## config.mk

```make
export PLATFORM = sky130hd
export DESIGN_NAME = signmag_addsub_pipe
export DESIGN_NICKNAME = d
export VERILOG_FILES = /design/src/rtl/signmag_addsub_pipe_pkg.sv /design/src/rtl/signmag_addsub_pipe_twos_negate.sv /design/src/rtl/signmag_addsub_pipe.sv
export SDC_FILE = /design/constraint.sdc
export NUM_CORES = 1
export LEC_CHECK = 0
export BUFFER_PORTS_ARGS = -buffer_cell sky130_fd_sc_hd__buf_2
export CAP_MARGIN = 0
export CORE_MARGIN = 4
export CORE_UTILIZATION = 55
export CTS_CLUSTER_SIZE = 10
export DETAILED_ROUTE_END_ITERATION = 10
export PLACE_DENSITY = 0.74
export SLEW_MARGIN = 5
export SYNTH_ARGS = -nofsm -noshare
export SYNTH_HDL_FRONTEND = slang
export SYNTH_HIERARCHICAL = 1
export SYNTH_SLANG_ARGS = --single-unit
```

## constraint.sdc

```tcl
create_clock -name clk -period 12.27 [get_ports clk]
set_clock_uncertainty 0.2 [all_clocks]
set_input_delay 2.454 -clock clk [delete_from_list [all_inputs] [get_ports clk]]
set_output_delay 2.454 -clock clk [all_outputs]
set_load 0.03 [all_outputs]
```

## src/rtl/signmag_addsub_pipe_pkg.sv

```systemverilog
// signmag_addsub_pipe_pkg: shared encodings and the full-adder cell for the sign-magnitude add/sub pipeline
//   OP_ADD / OP_SUB     : op input encoding
//   SIGN_POS / SIGN_NEG : sign bit encoding
//   full_add            : one-bit full adder cell, returns {carry, sum}
package signmag_addsub_pipe_pkg;

   localparam logic OP_ADD   = 1'b0;
   localparam logic OP_SUB   = 1'b1;
   localparam logic SIGN_POS = 1'b0;
   localparam logic SIGN_NEG = 1'b1;

   function automatic logic [1:0] full_add(input logic a, input logic b, input logic ci);
      return {(a & b) | (ci & (a ^ b)), a ^ b ^ ci};
   endfunction

endpackage

```

## src/rtl/signmag_addsub_pipe_twos_negate.sv

```systemverilog
// twos_negate: combinational two's-complement negation, invert then +1 through a half-adder ripple
//   a : W-bit operand
//   y : W-bit result, (~a + 1) mod 2^W
module twos_negate #(
   parameter int W = 26
) (
   input  logic [W-1:0] a,
   output logic [W-1:0] y
);

   logic [W-1:0] c;

   assign c[0] = 1'b1;

   genvar i;
   generate
      for (i = 0; i < W; i++) begin : g_bit
         assign y[i] = ~a[i] ^ c[i];
         if (i < W - 1) begin : g_carry
            assign c[i+1] = ~a[i] & c[i];
         end
      end
   endgenerate

endmodule

```

## src/rtl/signmag_addsub_pipe.sv

```systemverilog
// signmag_addsub_pipe: 3-stage pipelined sign-magnitude add/subtract with valid/ready on both sides
//   clk, rst_n            : clock (rising edge), asynchronous active-low reset
//   in_valid / in_ready   : operand beat handshake
//   op                    : 0 = A+B, 1 = A-B
//   a_sign, a_mag         : operand A (sign 1 = negative), N-bit magnitude
//   b_sign, b_mag         : operand B
//   out_valid / out_ready : result beat handshake
//   out_sign, out_mag     : result sign (never set on zero) and low N magnitude bits
//   out_carry             : magnitude bit N, only set by an effective add
//   out_zero              : magnitude and carry both zero
module signmag_addsub_pipe
   import signmag_addsub_pipe_pkg::*;
#(
   parameter int N = 24
) (
   input  logic         clk,
   input  logic         rst_n,
   input  logic         in_valid,
   output logic         in_ready,
   input  logic         op,
   input  logic         a_sign,
   input  logic [N-1:0] a_mag,
   input  logic         b_sign,
   input  logic [N-1:0] b_mag,
   output logic         out_valid,
   input  logic         out_ready,
   output logic         out_sign,
   output logic [N-1:0] out_mag,
   output logic         out_carry,
   output logic         out_zero
);

   localparam int W = N + 2;

   logic         adv1, adv2, adv3;
   logic         s1_v, s1_sign, s1_sub;
   logic [N-1:0] s1_a;
   logic [W-1:0] s1_b;
   logic         s2_v, s2_sign, s2_sub;
   logic [W-1:0] s2_sum;

   assign adv3     = out_ready || !out_valid;
   assign adv2     = adv3 || !s2_v;
   assign adv1     = adv2 || !s1_v;
   assign in_ready = adv1;

   // S1: fold the operation into an effective add/subtract and pre-negate B
   logic         eff_sub;
   logic [W-1:0] b_ext, b_neg;

   assign eff_sub = a_sign ^ b_sign ^ (op == OP_SUB);
   assign b_ext   = {2'b00, b_mag};

   twos_negate #(.W(W)) u_neg_b (.a(b_ext), .y(b_neg));

   // data registers only load on a real beat so idle X inputs never enter the pipe
   always_ff @(posedge clk or negedge rst_n) begin
      if (!rst_n) begin
         s1_v    <= 1'b0;
         s1_sign <= 1'b0;
         s1_sub  <= 1'b0;
         s1_a    <= '0;
         s1_b    <= '0;
      end else begin
         if (adv1) s1_v <= in_valid;
         if (adv1 && in_valid) begin
            s1_sign <= a_sign;
            s1_sub  <= eff_sub;
            s1_a    <= a_mag;
            s1_b    <= eff_sub ? b_neg : b_ext;
         end
      end
   end

   // S2: modular N+2-bit ripple add of the two's-complement operands
   logic [W-1:0] a_ext, sum;
   logic [W-1:0] c;

   assign a_ext = {2'b00, s1_a};
   assign c[0]  = 1'b0;

   genvar i;
   generate
      for (i = 0; i < W - 1; i++) begin : g_add
         assign {c[i+1], sum[i]} = full_add(a_ext[i], s1_b[i], c[i]);
      end
   endgenerate

   assign sum[W-1] = a_ext[W-1] ^ s1_b[W-1] ^ c[W-1];

   always_ff @(posedge clk or negedge rst_n) begin
      if (!rst_n) begin
         s2_v    <= 1'b0;
         s2_sign <= 1'b0;
         s2_sub  <= 1'b0;
         s2_sum  <= '0;
      end else begin
         if (adv2) s2_v <= s1_v;
         if (adv2 && s1_v) begin
            s2_sign <= s1_sign;
            s2_sub  <= s1_sub;
            s2_sum  <= sum;
         end
      end
   end

   // S3: a negative difference (top bit set) flips the sign and is negated back to a magnitude
   logic [W-1:0] sum_neg;
   logic         neg_res, res_carry, res_zero, res_sign;
   logic [N-1:0] res_mag;
   logic         unused_neg_hi;

   twos_negate #(.W(W)) u_neg_sum (.a(s2_sum), .y(sum_neg));

   assign unused_neg_hi = ^sum_neg[W-1:N];
   assign neg_res       = s2_sub && s2_sum[W-1];
   assign res_mag       = neg_res ? sum_neg[N-1:0] : s2_sum[N-1:0];
   assign res_carry     = !s2_sub && s2_sum[N];
   assign res_zero      = (res_mag == '0) && !res_carry;
   assign res_sign      = res_zero ? SIGN_POS : (s2_sign ^ neg_res);

   always_ff @(posedge clk or negedge rst_n) begin
      if (!rst_n) begin
         out_valid <= 1'b0;
         out_sign  <= 1'b0;
         out_mag   <= '0;
         out_carry <= 1'b0;
         out_zero  <= 1'b0;
      end else begin
         if (adv3) out_valid <= s2_v;
         if (adv3 && s2_v) begin
            out_sign  <= res_sign;
            out_mag   <= res_mag;
            out_carry <= res_carry;
            out_zero  <= res_zero;
         end
      end
   end

endmodule

```

# Word-level counts from Yosys, hierarchy flattened
# Index checks and enable logic that the tools add are counted.
[op_classes]
n_mux = 3
n_bitwise = 263
reduce_logical = 15
[op_table]
columns = ["cell", "count"]
rows = [
  ["XOR 1 bit", 98],
  ["AND 1 bit", 93],
  ["NOT 1 bit", 49],
  ["two-way mux 26 bit", 1],
  ["logical NOT 24 bit", 1],
  ["two-way mux 24 bit", 1],
  ["bitwise OR 1 bit", 23],
  ["logical AND 1 bit", 6],
  ["logical NOT 1 bit", 5],
  ["logical OR 1 bit", 3],
  ["two-way mux 1 bit", 1],
]
[word_totals]
regBits = 110
elab_cells = 295

# Logic depth before layout (Yosys ltp)
# Gate-level depths: netlist (run 1).
[depth]
word_depth = 49
depth_mapped = 29
depth_no_buf = 29

# Modules after synthesis
# The synthesis (run 1) kept the hierarchy.
[modules_own_cells]
columns = ["mod", "n_inst", "cells_each", "area_each_um2"]
rows = [
  ["signmag_addsub_pipe", 1, 410, 5152.4],
  ["twos_negate", 2, 51, 410.4],
]

# Worst setup path before layout (run 1)
# Ideal clock, no wire load.
[synth_timing]
kind = "register to register"
startpoint = "register s1_a[0]"
endpoint = "register s2_sum[24]"
setup_time_ns = 0.127
arrival_time_ns = 9.628
t_required_ns = 11.943
slack_ns = 2.315
path_stages_with_launch = 29
n_path_buf = 0
period_less_slack_ns = 9.955
path_cell_list = "dfrtp_1 ha_1 fa_1 fa_1 fa_1 fa_1 fa_1 fa_1 fa_1 fa_1 fa_1 inv_1 fa_1 inv_1 fa_1 fa_1 fa_1 fa_1 fa_1 fa_1 fa_1 fa_1 fa_1 fa_1 fa_1 fa_1 fa_1 ha_1 mux2_1"
[synth_between]
elab_chain_cells = 48
[synth_rtl]
columns = ["element", "line", "text"]
rows = [
  ["start, declared", "signmag_addsub_pipe.sv:37", "logic [N-1:0] s1_a;"],
  ["start signal, assigned", "signmag_addsub_pipe.sv:69", "s1_a <= a_mag;"],
  ["AND 1 bit (2 in a row)", "signmag_addsub_pipe_pkg.sv:13", "return {(a & b) | (ci & (a ^ b)), a ^ b ^ ci};"],
  ["bitwise OR 1 bit", "signmag_addsub_pipe_pkg.sv:13", ""],
  ["AND 1 bit", "signmag_addsub_pipe_pkg.sv:13", ""],
  ["bitwise OR 1 bit", "signmag_addsub_pipe_pkg.sv:13", ""],
  ["AND 1 bit", "signmag_addsub_pipe_pkg.sv:13", ""],
  ["bitwise OR 1 bit", "signmag_addsub_pipe_pkg.sv:13", ""],
  ["AND 1 bit", "signmag_addsub_pipe_pkg.sv:13", ""],
  ["bitwise OR 1 bit", "signmag_addsub_pipe_pkg.sv:13", ""],
  ["[32 not listed]", "n/a", ""],
  ["AND 1 bit", "signmag_addsub_pipe_pkg.sv:13", ""],
  ["bitwise OR 1 bit", "signmag_addsub_pipe_pkg.sv:13", ""],
  ["AND 1 bit", "signmag_addsub_pipe_pkg.sv:13", ""],
  ["bitwise OR 1 bit", "signmag_addsub_pipe_pkg.sv:13", ""],
  ["AND 1 bit", "signmag_addsub_pipe_pkg.sv:13", ""],
  ["bitwise OR 1 bit", "signmag_addsub_pipe_pkg.sv:13", ""],
  ["XOR 1 bit", "signmag_addsub_pipe_pkg.sv:13", ""],
  ["net sum[24]", "signmag_addsub_pipe.sv:76", "logic [W-1:0] a_ext, sum;"],
  ["end signal, assigned", "signmag_addsub_pipe.sv:102", "s2_sum <= sum;"],
  ["end, declared", "signmag_addsub_pipe.sv:40", "logic [W-1:0] s2_sum;"],
]
# The timed path passes the listed nets, and every way through them passes these cells.
# A chain may end at the register's enable or synchronous reset.

# Final worst setup path (run 1)
# Same ends and word-level chain as after synthesis.

==> metrics.md, run 1 <==
| Metric | Value |
|---|---|
| WL met3 | `481 um` |
| Worst setup path category | `register to register` |
| Initial antenna violation count | `1` |
| Total clock sinks | `110` |
| Post CTS Setup Buffer Count | `0` |
| Worst EP required | `12.33 ns` |
| Die Height | `112.0 um` |
| Aggregate global-route resource usage | `18.22%` |
| Pre-antenna DRT Iters | `4` |
| Crit-path max FO | `2` |
| Routed wire length | `10800 um` |
| Post-cts resize count | `0` |
| Top routing layer used | `met5` |
| Largest net degree at the start of global routing | `67` |
| Setup violators final | `0` |
| Arrival @ worst endpoint | `10.45 ns` |
| Final Cycle Share | `84.70%` |
| # IOs | `84` |
| Final Hold Violating Endpoints | `0` |
| Number of max-cap violations | `0` |
| IO buf count | `83` |
| Starting Density | `57.11%` |
| Vias in the first global route | `3840` |
| Fmax | `96.23 MHz` |
| Leak | `0.003511 uW` |
| Sw Pwr | `505.6 uW` |
| Ys Warns | `6` |
| H-Tree Depth | `3` |
| Vias | `3803` |
| Worst rel slew slack | `23.64%` |
| TritonCTS clock tree | `built` |
| Root Driver | `clkbuf_8` |
| Syn avg cell area | `11.69 um2` |
| Hold WC Path Type | `register to register` |
| Num CTS Buffers | `9` |
| Global placement routability congestion | `0.9073` |
| Gr ovfl total | `0` |
| PnR Total Power | `1280 uW` |
| Slowest CP cell | `fa_1` |
| IR drop worst, VDD | `0.1225 mV` |
| Met2 Wirelength | `4958 um` |
| Worst-Skew Late Latency | `0.36 ns` |
| Mapped cell area | `5948 um2` |
| Slew @ Worst Pin | `1.145 ns` |
| Die area | `12540 um2` |
| Cells after Synth | `509` |
| ANT nets after route | `0` |
| Clock share of power | `17.0%` |
| Sw frac | `39.49%` |
| CTS Hold Bufs | `0` |
| Metal-1 WL | `5153 um` |
| Setup tns final | `0 ns` |
| Reg-to-reg slack, setup | `1.88 ns` |
| Dpl hpwl | `8396 um` |
| Sequential Power Share | `45.1%` |
| Pins Over Slew Limit | `0` |
| Remaining DRCs | `0` |
| Initial drt markers | `190` |
| CTS Buffer Depth | `2` |
| Worst path max stage delay | `0.44 ns` |
| Post-DR vias/cell | `5.224` |
| CP Capture Type | `register` |
| Area grow syn2layout | `12.54%` |
| Cell Pwr Density | `191.3 nW/um2` |
| Die width | `112.0 um` |
| Comb pwr share | `37.9%` |
| Clock Pin Slew Worst Setup and Hold Paths | `0.10 ns` |
| RSZ-0062 raised after global routing | `no` |
| Placed cell areas | `6494 um2` |
| Status | `finished clean` |
| Nets | `714` |
| First-pass GRT wire length | `18470 um` |
| CP Launch Type | `register` |
| Share of layout cells above drive strength 1 | `18.24%` |
| Internal power | `774.7 uW` |
| Tmin final | `10.39 ns` |
| Most common cell type on the critical path | `fa_1` |
| Final instance area | `6694 um2` |
| Core Region | `10420 um2` |
| N_diodes | `0` |
| Rows | `37` |
| Post-DR wirelength/cell | `14.84 um` |
cells in the final DEF, fill, tap and decap left out, types with 3 or more instances in the layout:
cell      instances
nand2b_1          3
nor3_1            3
mux2i_1          47
ha_1             49
fa_1             23
nand2_1          58
nand3_1           5
nor4_1            7
a21oi_1           3
buf_4             6
inv_1            53
mux2_1           51
buf_2            82
o21ai_1          53
dfrtp_1         110
clkbuf_8         10
layer usage:
layer	up-vias	track usage [%]
met1	1825	25.64
li1	1880	-
met4	2	6.811
met2	80	28.38
met5	-	0
met3	16	3.424
worst max-delay path: cells and delay by family, from the launching register on:
kind / cells / cell delay [ns]
DFF: 1 / 0.40
muxes: 1 / 0.28
adders and majority gates: 25 / 9.29
buffers and inverters: 2 / 0.12
worst paths after layout:
path                          endpoint   startpoint  depth (start not counted)
max in group asynchronous  out_mag[21]        rst_n                          2
min in group asynchronous  out_mag[19]        rst_n                          1
min reg2reg                out_mag[19]  out_mag[19]                          2
max                         s2_sum[24]      s1_a[0]                         28
min                        out_mag[19]  out_mag[19]                          2
max reg2reg                 s2_sum[24]      s1_a[0]                         28
metrics by stage:
step / utilization [%] / setup WS (ns) / cells / hold WS [ns]
after floorplan: - / 2.315 / 510 / 0.2485
after global placement: 62.34 / 2.027 / 712 / 0.2608
after detailed placement: 62.34 / 1.856 / 712 / 0.2692
after CTS: 64.26 / 1.840 / 728 / 0.2914
after global routing: 64.26 / 1.550 / 728 / 0.3059
final: 64.26 / 1.878 / 728 / 0.2822
final cells by class:
class                           count  area, um2
Inverter                           54      202.7
Tap cell                          136      170.2
Fill cell                         813       3722
Clock inverter                      5      58.81
Clock buffer                       11      141.4
Timing Repair Buffer               88      455.4
Multi-Input combinational cell    324       2913
Sequential cell                   110       2753
power groups by stage:
stage | sequential [uW] | combinational [uW] | clock [uW]
after global routing | 596 | 545 | 240
after floorplan | 645 | 264 | 0
after global placement | 580 | 466 | 0
final | 578 | 485 | 217
after CTS | 579 | 491 | 225
after detailed placement | 587 | 488 | 0
sequential cells by signal (all words and copies together), names as in the netlist, 24 cells and up:
signal	cells
s1_a	24
out_mag	24
s2_sum	26
s1_b	26
Note: power is estimated with default switching activity, not from simulation.
==> run 2: changes to the inputs <==
--- a/config.mk
+++ b/config.mk
@@ -8,10 +8,10 @@
 export BUFFER_PORTS_ARGS = -buffer_cell sky130_fd_sc_hd__buf_2
 export CAP_MARGIN = 0
 export CORE_MARGIN = 4
-export CORE_UTILIZATION = 55
+export CORE_UTILIZATION = 52
 export CTS_CLUSTER_SIZE = 10
 export DETAILED_ROUTE_END_ITERATION = 10
-export PLACE_DENSITY = 0.74
+export PLACE_DENSITY = 0.73
 export SLEW_MARGIN = 5
 export SYNTH_ARGS = -nofsm -noshare
 export SYNTH_HDL_FRONTEND = slang
==> constraint.sdc (replaced) <==
create_clock -name clk -period 9.1 [get_ports clk]
set_clock_uncertainty 0.2 [all_clocks]
set_input_delay 1.82 -clock clk [delete_from_list [all_inputs] [get_ports clk]]
set_output_delay 1.82 -clock clk [all_outputs]
set_load 0.03 [all_outputs]
==> run 2 against run 1 <==
The run now ends with setup timing left. Critical path type unchanged. Highest routed layer is now met4. Maximum frequency is 11% higher. Power is 46% higher. Final cell count is 0.82% higher. Combinational power is 39% higher. Worst hold slack worse by 0.0033 ns. Largest cell class unchanged.
==> metrics.md, run 2 (synthesis results as in run 1) <==
| Metric | Value |
|---|---|
| RSZ-0062 raised after global routing | `yes` |
| ANT nets after route | `0` |
| Violated checks | `setup timing` |
| Sw frac | `38.09%` |
| Num CTS Buffers | `9` |
| Arrival @ worst endpoint | `9.43 ns` |
| Post CTS Setup Buffer Count | `0` |
| H-Tree Depth | `3` |
| Routed wire length | `11480 um` |
| Leak | `0.003556 uW` |
| Pins Over Slew Limit | `0` |
| Slew @ Worst Pin | `0.9856 ns` |
| TritonCTS clock tree | `built` |
| Rows | `38` |
| Filler cell count | `914` |
| Post-DR vias/cell | `5.202` |
| Most common cell type on the critical path | `fa_2` |
| Setup tns final | `-0.6430 ns` |
| Status | `finished, violations left` |
| Comb pwr share | `36.0%` |
| CP Launch Type | `register` |
| Top Family by Delay on Critical Path | `adder cells` |
| Die area | `13210 um2` |
| RR Endpoint | `s2_sum[24]` |
| IR drop worst, VDD | `0.1853 mV` |
| Clock share of power | `21.6%` |
| Die Height | `115.0 um` |
| Largest registers | `s1_b: 26 flops, s2_sum: 26 flops` |
| Vias in the first global route | `4150` |
| Number of max-cap violations | `0` |
| Largest net degree at the start of global routing | `82` |
| # IOs | `84` |
| Slowest CP cell | `dfrtp_1` |
| Hold WC Path Type | `register to register` |
| Worst-Skew Late Latency | `0.34 ns` |
| Worst Slack Setup Final | `-0.3039 ns` |
| Nets | `715` |
| Most common cell after layout, fill and taps aside | `dfrtp_1` |
| Final Hold Violating Endpoints | `0` |
| Sequential Power Share | `42.4%` |
| Most frequent cells in the layout | `110 x dfrtp_1, 82 x buf_2, 58 x nand2_1` |
| Aggregate global-route resource usage | `19.27%` |
| Vias | `3818` |
| Post-DR wirelength/cell | `15.64 um` |
| DP Cell Count | `717` |
| Hold Slack | `0.2789 ns` |
| Remaining DRCs | `0` |
| Total clock sinks | `110` |
| Clock Pin Slew Worst Setup and Hold Paths | `0.07 ns` |
| Crit-path max FO | `2` |
| Tmin final | `9.404 ns` |
| Worst rel slew slack | `34.29%` |
| Dpl hpwl | `8643 um` |
| Initial antenna violation count | `0` |
| Core Region | `11030 um2` |
| Die width | `115.0 um` |
| Worst setup path category | `register to register` |
| Share of layout cells above drive strength 1 | `23.27%` |
| Dpl ws | `-0.4062 ns` |
| Reg2Reg Launch Point | `s1_a[0]` |
| Internal power | `1156 uW` |
| First-pass GRT wire length | `20110 um` |
| CTS Buffer Depth | `2` |
| Reg-to-reg slack, setup | `-0.30 ns` |
| Pre-antenna DRT Iters | `4` |
| Layout Cells excl Fill | `734` |
| Worst path max stage delay | `0.39 ns` |
| Fmax | `106.3 MHz` |
| Cell count of the worst reg-to-reg path | `28` |
| Area grow syn2layout | `16.05%` |
| Launch point of the worst path | `s1_a[0]` |
| Global placement routability congestion | `0.8132` |
| IO buf count | `83` |
| Cell Pwr Density | `270.5 nW/um2` |
| Root Driver | `clkbuf_16` |
| Worst EP required | `9.13 ns` |
| Sw Pwr | `711.3 uW` |
| Starting Density | `53.92%` |
| Critical Path Sink | `s2_sum[24]` |
| Critical path depth | `28` |
| PnR Total Power | `1867 uW` |
| Initial drt markers | `185` |
| Gr ovfl total | `0` |
| CP Capture Type | `register` |
| Setup violators final | `3` |
| Final Cycle Share | `103.3%` |
| Worst path buffer plus inverter count | `2` |
[run 2: layout make-up]
| cell class | count | area, um2 | area share, % |
|---|---|---|---|
| Antenna cell | 1 | 2.502 | 0.03625 |
| Clock buffer | 11 | 252.7 | 3.661 |
| Clock inverter | 5 | 56.30 | 0.8157 |
| Inverter | 54 | 202.7 | 2.936 |
| Multi-Input combinational cell | 324 | 2998 | 43.43 |
| Sequential cell | 110 | 2753 | 39.88 |
| Tap cell | 140 | 175.2 | 2.538 |
| Timing Repair Buffer | 89 | 462.9 | 6.707 |
[run 2: timing repair]
action,in CTS,in global routing
hold buffers,0,0
gates resized for setup,9,0
pin swaps,1,0
endpoints found under the setup margin,3,4
cloned,0,0
[run 2: worst min path at each step]
stage,from,end,cells after the start
4_1_cts,s1_sign,s2_sign,1
5_1_grt,s1_sub,s2_sub,1
3_5_place_dp,s1_sign,s2_sign,1
3_3_place_gp,s1_sub,s1_sub,2
6_report,s1_sign,s2_sign,1
2_1_floorplan,s1_sub,s1_sub,2
[run 2: stage by stage]
step / area [um2] / utilization (%)
after detailed placement: 6556 / 59.44
after CTS: 6900 / 62.56
after floorplan: 6002 / -
final: 6903 / 62.58
after global placement: 6556 / 59.44
after global routing: 6900 / 62.56
[run 2: power groups by stage]
stage | clock network (uW) | logic, uW | registers, uW
2_1_floorplan | 0 | 361 | 872
3_3_place_gp | 0 | 631 | 789
3_5_place_dp | 0 | 666 | 803
4_1_cts | 413 | 682 | 794
5_1_grt | 433 | 761 | 818
6_report | 403 | 672 | 792
[run 2: layer usage]
metal	track usage, %	share of wire (%)
met5	0	0
met4	5.243	1.2
met1	26.13	46
met3	3.211	4.1
met2	32.33	49
==> run 3: changes to the inputs <==
--- a/config.mk
+++ b/config.mk
@@ -8,10 +8,10 @@
 export BUFFER_PORTS_ARGS = -buffer_cell sky130_fd_sc_hd__buf_2
 export CAP_MARGIN = 0
 export CORE_MARGIN = 4
-export CORE_UTILIZATION = 52
+export CORE_UTILIZATION = 50
 export CTS_CLUSTER_SIZE = 10
 export DETAILED_ROUTE_END_ITERATION = 10
-export PLACE_DENSITY = 0.73
+export PLACE_DENSITY = 0.71
 export SLEW_MARGIN = 5
 export SYNTH_ARGS = -nofsm -noshare
 export SYNTH_HDL_FRONTEND = slang
==> run 3 against run 2 <==
The flow still finishes with violations (setup timing). Sequential power barely moved. Maximum frequency rose by 0.92%. Worst setup slack improved by 0.086 ns. Flip-flop and latch count did not move. Final cell count rose by 0.27%. Non-clock buffer count did not move. Sequential share of layout area fell by 0.087 points.
==> metrics.md, run 3 (synthesis results as in run 1) <==
| Metric | Value |
|---|---|
| Sequential Power Share | `42.1%` |
| Slew @ Worst Pin | `0.9516 ns` |
| Clock Pin Slew Worst Setup and Hold Paths | `0.07 ns` |
| Pins Over Slew Limit | `0` |
| Reg2Reg Launch Point | `s1_a[0]` |
| DP Cell Count | `720` |
| Cell count of the worst reg-to-reg path | `28` |
| Num CTS Buffers | `9` |
| Routed wire length | `11160 um` |
| Leak | `0.003567 uW` |
| H-Tree Depth | `3` |
| Total clock sinks | `110` |
| Sw frac | `37.50%` |
| Reg-to-reg slack, setup | `-0.22 ns` |
| Internal power | `1174 uW` |
| Sw Pwr | `704.4 uW` |
| Final Cycle Share | `102.4%` |
| Remaining DRCs | `0` |
| Utilization after layout | `60.07%` |
| CTS Hold Bufs | `0` |
| CP Launch Type | `register` |
| Layout Cells excl Fill | `736` |
| Initial antenna violation count | `0` |
| Most frequent cells in the layout | `110 x dfrtp_1, 82 x buf_2, 58 x nand2_1` |
| Largest registers | `s1_b: 26 flops, s2_sum: 26 flops` |
| Share of layout cells above drive strength 1 | `23.27%` |
| Pre-antenna DRT Iters | `4` |
| Post CTS Setup Buffer Count | `0` |
| RR Endpoint | `s2_sum[24]` |
| Core Region | `11520 um2` |
| First-pass GRT wire length | `18720 um` |
| Largest net degree at the start of global routing | `79` |
| Cell Pwr Density | `271.5 nW/um2` |
| Worst setup path category | `register to register` |
| Worst-Skew Late Latency | `0.34 ns` |
| Worst path max stage delay | `0.39 ns` |
| Clock share of power | `22.4%` |
| Global placement routability congestion | `0.8029` |
| Aggregate global-route resource usage | `17.51%` |
| Vias | `3807` |
| TritonCTS clock tree | `built` |
| Arrival @ worst endpoint | `9.34 ns` |
| IR drop worst, VDD | `0.1076 mV` |
| Violated checks | `setup timing` |
| Filler cell count | `952` |
| Setup violators final | `3` |
| Most common cell after layout, fill and taps aside | `dfrtp_1` |
| Hold WC Path Type | `register to register` |
| N_diodes | `0` |
| Nets | `715` |
| Post-DR vias/cell | `5.173` |
| Launch point of the worst path | `s1_a[0]` |
| Worst rel slew slack | `36.56%` |
| RSZ-0062 raised after global routing | `yes` |
| Fmax | `107.3 MHz` |
| # IOs | `84` |
| Initial drt markers | `180` |
| PnR Total Power | `1878 uW` |
| Worst Slack Setup Final | `-0.2182 ns` |
| Most common cell type on the critical path | `fa_2` |
| Root Driver | `clkbuf_16` |
| Post-DR wirelength/cell | `15.16 um` |
| CP Capture Type | `register` |
| Gr ovfl total | `0` |
| HP Start | `s1_sub` |
| CTS Buffer Depth | `2` |
| Comb pwr share | `35.5%` |
| Dpl hpwl | `8509 um` |
| IO buf count | `83` |
| Die width | `117.1 um` |
| Vias in the first global route | `3962` |
| Area grow syn2layout | `16.30%` |
| Hold depth | `1` |
| Status | `finished, violations left` |
| Number of max-cap violations | `0` |
| Tmin final | `9.318 ns` |
| ANT nets after route | `0` |
| Worst EP required | `9.12 ns` |
| Die area | `13710 um2` |
| Hold endpoint | `s2_sub` |
| Die Height | `117.1 um` |
| Slowest CP cell | `dfrtp_1` |
| Crit-path max FO | `2` |
| Final Hold Violating Endpoints | `0` |
| Rows | `39` |
| Starting Density | `51.65%` |
-- run 3: power by group through the flow --
stage	clock, uW	combinational [uW]	sequential (uW)
floorplan	0	361	872
global placement	0	633	787
detailed placement	0	661	801
CTS	430	674	794
global route	451	751	815
finish	420	666	791
-- run 3: final cells by class --
| type | count | area, um2 | share of cell area, % |
|---|---|---|---|
| Clock inverter | 6 | 83.83 | 1.212 |
| Clock buffer | 10 | 239.0 | 3.455 |
| Multi-Input combinational cell | 324 | 2998 | 43.34 |
| Sequential cell | 110 | 2753 | 39.79 |
| Inverter | 54 | 202.7 | 2.930 |
| Tap cell | 143 | 178.9 | 2.586 |
| Timing Repair Buffer | 89 | 462.9 | 6.692 |
-- run 3: worst max-delay path, delay by kind of cell, from the launching register on --
kind / cells / cell delay (ns)
adders and majority gates: 25 / 8.22
DFF: 1 / 0.39
muxes: 1 / 0.27
buffers and inverters: 2 / 0.11
-- run 3: worst max-delay path by stage --
stage	end	slack (ns)	cells past startpoint
global placement	s2_sum[24]	-0.28	28
detailed placement	s2_sum[24]	-0.33	28
floorplan	s2_sum[24]	-0.08	28
global route	s2_sum[24]	-0.41	28
CTS	s2_sum[24]	-0.22	28
finish	s2_sum[24]	-0.22	28
-- run 3: metal layers --
layer | vias to the layer above | part of all wire (%) | global-route usage [%]
met5 | - | 0 | 0
met4 | 0 | 2.1 | 6.957
met3 | 14 | 3.8 | 2.519
met2 | 70 | 48 | 28.59
met1 | 1848 | 46 | 23.75
li1 | 1875 | - | -
-- run 3: metrics by stage --
stage | TNS [ns] | setup WS (ns) | hold WS, ns | instance area (um2)
2_1_floorplan | -0.07651 | -0.07651 | 0.2485 | 6002
3_3_place_gp | -0.5072 | -0.2783 | 0.2621 | 6560
3_5_place_dp | -0.6581 | -0.3277 | 0.2695 | 6560
4_1_cts | -0.3504 | -0.2173 | 0.2855 | 6914
5_1_grt | -0.9625 | -0.4110 | 0.3060 | 6918
6_report | -0.3349 | -0.2182 | 0.2814 | 6918
-- run 3: timing repair --
| item | in CTS | in global routing |
|---|---|---|
| endpoints found under the setup margin | 3 | 3 |
| hold endpoints to repair | 0 | 0 |
| resized for setup | 8 | 1 |
| pin swaps | 1 | 0 |
